===== config.mk =====
export PLATFORM = sky130hd
export DESIGN_NAME = memory_pipe_be
export DESIGN_NICKNAME = d
export VERILOG_FILES = /design/src/rtl/memory_pipe_be.sv
export SDC_FILE = /design/constraint.sdc
export NUM_CORES = 1
export LEC_CHECK = 0
export CAP_MARGIN = 20
export CORE_MARGIN = 5
export CORE_UTILIZATION = 57
export CTS_BUF_LIST = sky130_fd_sc_hd__clkbuf_8
export CTS_CLUSTER_SIZE = 8
export DETAILED_ROUTE_END_ITERATION = 16
export PLACE_DENSITY = 0.89
export SLEW_MARGIN = 10
export SYNTH_ARGS = -nofsm -noshare
export SYNTH_HDL_FRONTEND = slang
export SYNTH_SLANG_ARGS = --single-unit

===== constraint.sdc =====
create_clock -name clk -period 2.8 [get_ports clk]
set_clock_uncertainty 0.15 [all_clocks]
set_input_delay 0.56 -clock clk [delete_from_list [all_inputs] [get_ports clk]]
set_output_delay 0.56 -clock clk [all_outputs]
set_load 0.02 [all_outputs]

===== src/rtl/memory_pipe_be.sv =====
// memory_pipe_be: single-port memory with byte enables, zero-init sweep, range check and read pipeline.
// Define MEM_PARITY_EN to add per-byte even parity with par_inj / par_err.
module memory_pipe_be #(
  parameter int DATA_WIDTH = 32,
  parameter int ADDR_WIDTH = 4,
  parameter int MEM_DEPTH  = 16,
  parameter int RD_LATENCY = 1
) (
  input  logic                    clk,
  input  logic                    rst,
  input  logic                    WE,
  input  logic                    RE,
  input  logic [DATA_WIDTH/8-1:0] BE,
`ifdef MEM_PARITY_EN
  input  logic                    par_inj,
  output logic                    par_err,
`endif
  input  logic [ADDR_WIDTH-1:0]   Address,
  input  logic [DATA_WIDTH-1:0]   Data_in,
  output logic [DATA_WIDTH-1:0]   Data_out,
  output logic                    valid_out,
  output logic                    ready,
  output logic                    addr_err
);
  localparam int NB = DATA_WIDTH / 8;
  localparam int IW = MEM_DEPTH > 1 ? $clog2(MEM_DEPTH) : 1;
  localparam logic [ADDR_WIDTH-1:0] LAST = ADDR_WIDTH'(MEM_DEPTH - 1);
  typedef enum logic {INIT, RUN} state_t;
  state_t state_q, state_d;
  logic [ADDR_WIDTH-1:0] cnt_q, cnt_d;
  logic [DATA_WIDTH-1:0] mem [MEM_DEPTH];
  logic [IW-1:0] idx;
  logic in_range, sweep, wr_acc, rd_acc;
  logic [DATA_WIDTH-1:0] rd_word;
  logic [RD_LATENCY-1:0] pv_q, pe_q;
  logic [DATA_WIDTH-1:0] pd_q [RD_LATENCY];
  logic [DATA_WIDTH-1:0] dout_q;
  logic valid_q, err_q, wr_err_q;
  assign idx      = Address[IW-1:0];
  assign in_range = {1'b0, Address} < (ADDR_WIDTH + 1)'(MEM_DEPTH);
  assign sweep    = state_q == INIT;
  assign wr_acc   = state_q == RUN && WE;
  assign rd_acc   = state_q == RUN && RE && !WE;
  assign rd_word  = in_range ? mem[idx] : '0;
  assign ready     = state_q == RUN;
  assign Data_out  = dout_q;
  assign valid_out = valid_q;
  assign addr_err  = err_q;
  always_comb begin
    state_d = state_q;
    cnt_d   = cnt_q;
    if (sweep) begin
      cnt_d   = cnt_q + ADDR_WIDTH'(1);
      state_d = cnt_q == LAST ? RUN : INIT;
    end
  end
  always_ff @(posedge clk) begin
    if (!rst) begin
      state_q <= INIT;
      cnt_q   <= '0;
    end else begin
      state_q <= state_d;
      cnt_q   <= cnt_d;
    end
  end
  // No reset on the array: the INIT sweep is what clears it.
  always_ff @(posedge clk) begin
    if (rst) begin
      if (sweep) mem[cnt_q[IW-1:0]] <= '0;
      else if (wr_acc && in_range)
        for (int b = 0; b < NB; b++)
          if (BE[b]) mem[idx][8*b +: 8] <= Data_in[8*b +: 8];
    end
  end
  always_ff @(posedge clk) begin
    if (!rst) begin
      pv_q     <= '0;
      pe_q     <= '0;
      for (int k = 0; k < RD_LATENCY; k++) pd_q[k] <= '0;
      dout_q   <= '0;
      valid_q  <= 1'b0;
      err_q    <= 1'b0;
      wr_err_q <= 1'b0;
    end else begin
      pv_q[0] <= rd_acc;
      pe_q[0] <= rd_acc && !in_range;
      pd_q[0] <= rd_word;
      for (int k = 1; k < RD_LATENCY; k++) begin
        pv_q[k] <= pv_q[k-1];
        pe_q[k] <= pe_q[k-1];
        pd_q[k] <= pd_q[k-1];
      end
      valid_q  <= pv_q[RD_LATENCY-1];
      dout_q   <= pv_q[RD_LATENCY-1] ? pd_q[RD_LATENCY-1] : dout_q;
      err_q    <= (pv_q[RD_LATENCY-1] && pe_q[RD_LATENCY-1]) || wr_err_q;
      wr_err_q <= wr_acc && !in_range;
    end
  end
`ifdef MEM_PARITY_EN
  logic [NB-1:0] par [MEM_DEPTH];
  logic [RD_LATENCY-1:0] pp_q;
  logic rd_perr, perr_q;
  assign par_err = perr_q;
  always_comb begin
    rd_perr = 1'b0;
    for (int b = 0; b < NB; b++) rd_perr = rd_perr | ^{par[idx][b], mem[idx][8*b +: 8]};
    rd_perr = rd_perr && in_range;
  end
  always_ff @(posedge clk) begin
    if (rst) begin
      if (sweep) par[cnt_q[IW-1:0]] <= '0;
      else if (wr_acc && in_range)
        for (int b = 0; b < NB; b++)
          if (BE[b]) par[idx][b] <= ^Data_in[8*b +: 8] ^ par_inj;
    end
  end
  always_ff @(posedge clk) begin
    if (!rst) begin
      pp_q   <= '0;
      perr_q <= 1'b0;
    end else begin
      pp_q[0] <= rd_acc && rd_perr;
      for (int k = 1; k < RD_LATENCY; k++) pp_q[k] <= pp_q[k-1];
      perr_q <= pv_q[RD_LATENCY-1] && pp_q[RD_LATENCY-1];
    end
  end
`endif
endmodule


==> results.ini <==
[yosys]
synth_fp_nets=1401
synthMuxAreaShare_pct=13.43
avgSynthCellArea_sq_um=16.80
synth_adder_area_share_pct=0.05493
synth-xor-area-share_pct=0.1154
yosysUniqueCellTypes=36
syn_std_cell_area_sq_um=22780
sequential_area_share_after_synthesis_pct=73.74
synth_compound_gate_area_share_pct=5.098
synth_top_family_by_area=multiplexers
ys.warnings.count=0
synth-simple-area-share_pct=5.356
synthCells=1356
synth.ff_latch_count=583

[timing]
tightest_slew_ps=1015
fmax_ghz=0.3776
worst_slack_ps=151.8
post-route-min-period_ps=2648
max-slew-margin-rel_pct=30.88
timing_max_transition_violations_final=0
rsz0062_at_grt=false
count_of_endpoints_failing_hold_in_the_final_timing_report=0
setup-violations-final=0
min_period_over_period_pct=94.58

[hold_path]
timing.hold.worst.start=pd_q[0][9]
worst_hold_path.num_cells=2
hold_path_end=Data_out[9]
holdCritPathClass=flop to flop

[die]
floorplan.rows=73
die_w_microns=209.9
design.portCount=79
floorplan.initialDensity_pct=57.46
design.die.area_sq_um=44060
floorplan.core_area_sq_um=39640
die_y_microns=209.9

[routing]
detail-route-antenna-nets=0
drtIter0Drc=1687
route.detailed.drc=0
wl_per_cell_microns=25.28
firstDrtPassIters=6
vias=13252
detail_route.vias_per_cell=6.198
routed_wirelength_mm=54.06

[pwr]
pwr_cell_area_nw_per_um2=635.7
power_total_mw=16.75
vdd_ir_drop_max_mv=0.3411
leakagePower_nw=10.17

[place]
preCtsSetupSlack_ps=-407.3
place.port_buffers=77
place.gp.congestion=0.9008
dpl.hpwl_mm=33.02

[cts]
clkTransAtPathRegs_ps=60
tritoncts=done
numCtsBuffers=88
later_pin_clock_latency_in_the_skew_report_ps=650
ctsResizeCount=0
clk_root_buffer_cell=sky130_fd_sc_hd__clkbuf_8
cts_hold_repair.buffers=0
cts_setup_buffers=0
clock_tree.buffer_depth=3
cts.sink_count=583
cts_max_level=3

[global_routing]
global_route.usage.met1_pct=30.99
grt_first_pass_wirelength_mm=80.96
global_route.usage.met2_pct=40.65
vias_in_the_first_global_route=13439
top_usage_layer=met2
grt-ovfl-total=0
antenna_found_initial=2
grt_usage_pct=24.38
grt_start_max_net_pins=46
grt_util_met3_pct=5.919

[critical_path]
worst_setup_path_start_kind=input pin
worstPathArrival_ps=2900
worst-endpoint-required_ps=3050
r2r.worst_path.cells=6
timing_worst_setup_path_type=input pin to flop
crit_path_end_kind=flop
critical_path.max_fanout=16
reg2reg_setup_slack_ps=390
rr_startpoint=ready
critical_path.reg2reg.endpoint=mem[8][9]

[cells_and_area]
final_layout_net_count=1593
most-common-layout-cells=sky130_fd_sc_hd__edfxtp_1 (512), sky130_fd_sc_hd__mux2i_1 (271), sky130_fd_sc_hd__a22oi_1 (110), sky130_fd_sc_hd__buf_4 (100), sky130_fd_sc_hd__clkbuf_8 (96)
area_growth_syn_to_layout_pct=15.68
final_common_cell=sky130_fd_sc_hd__edfxtp_1
drive_gt1_share_pct=15.51
fill_cells=2432

[run]
drv.max_cap_violation_count=0

[run_status]
outcome=completed

Yosys cell counts, drive strengths merged:
cell | count | area (sq um)
mux2 | 2 | 30.03
mux2i | 276 | 2825
ha | 1 | 12.51
inv | 1 | 3.750
nand2 | 72 | 270.3
o21ai | 19 | 95.09
edfxtp | 512 | 15370
xnor2 | 3 | 26.28
conb | 1 | 3.750
clkbuf | 34 | 131.4
o22ai | 23 | 143.9
nand2b | 2 | 12.51
a31oi | 1 | 6.260
a221oi | 9 | 78.83
mux4 | 9 | 202.7
dfxtp | 71 | 1421
buf | 55 | 364.1
a22oi | 110 | 825.8
nor2 | 6 | 30.03
nand4b | 1 | 8.760
nor3 | 64 | 355.3
nor4 | 1 | 21.27
o41a | 1 | 11.26
nand3 | 1 | 10.01
and2 | 37 | 231.5
and4b | 1 | 10.01
nor2b | 42 | 262.8
and2b | 1 | 7.510
stage by stage:
stage	std cells	area, sq um	hold slack [ps]	util [%]	TNS [ps]
finish	2138	26350	337.2	66.47	0
global route	2137	26350	363.3	66.46	0
CTS	2137	26350	341.1	66.46	0
detailed placement	1983	24770	327.4	62.47	-161180
global placement	1983	24770	322.8	62.47	-115200
floorplan	1356	22780	312.6	-	0
critical path, cell delays in order:
cell and delay, ps:
sky130_fd_sc_hd__clkdlybuf4s50_1 460, sky130_fd_sc_hd__nor4_4 380, sky130_fd_sc_hd__nor2_4 90, sky130_fd_sc_hd__buf_12 160
sky130_fd_sc_hd__mux2i_4 810, sky130_fd_sc_hd__nor3_1 190, sky130_fd_sc_hd__buf_4 240
layer usage:
layer / up-vias / part of all wire [%]
li1: 5666 / -
met1: 6482 / 36
met2: 923 / 49
met3: 179 / 10
met4: 2 / 3.9
met5: - / 0.024
power breakdown:
group	internal, mW	leakage, nW	switching [mW]
Sequential	9.46	6.03	0.0384
Clock	3.22	0.971	3.10
Combinational	0.371	3.17	0.564
Total	13.0	10.2	3.70
sequential cells by signal, indices dropped and copies added, names as in the netlist:
register,flops
mem,512
Data_out,32
pd_q,32
cnt_q,4
pv_q,1
ready,1
valid_out,1
layout make-up:
type	count	area (sq um)	area share, %
inverters	1	3.754	0.01425
multi-input cells	683	5505	20.89
clock inverters	58	259.0	0.9830
flip-flops and latches	583	16800	63.75
repair buffers	191	1802	6.838
well taps	525	656.9	2.493
clock buffers	96	1321	5.015
diodes	1	2.502	0.009498
cell families after synthesis:
family | Yosys count
AND/OR/NAND/NOR | 228
other | 1
multiplexers | 287
XOR/XNOR | 3
buffers and inverters | 90
adder cells (fa/ha/maj) | 1
flip-flops | 583
AO/OA/AOI/OAI | 163
worst max path at each step:
stage / slack, ps / depth (start not counted) / endpoint / start
floorplan: 110 / 6 / mem[5][24] / BE[0]
global placement: -330 / 7 / mem[1][13] / BE[0]
detailed placement: -410 / 7 / mem[9][13] / BE[0]
CTS: 250 / 7 / mem[8][9] / BE[0]
global route: 160 / 7 / mem[8][9] / BE[0]
finish: 150 / 7 / mem[8][9] / BE[0]
Note: power is estimated with default switching activity, not from simulation.
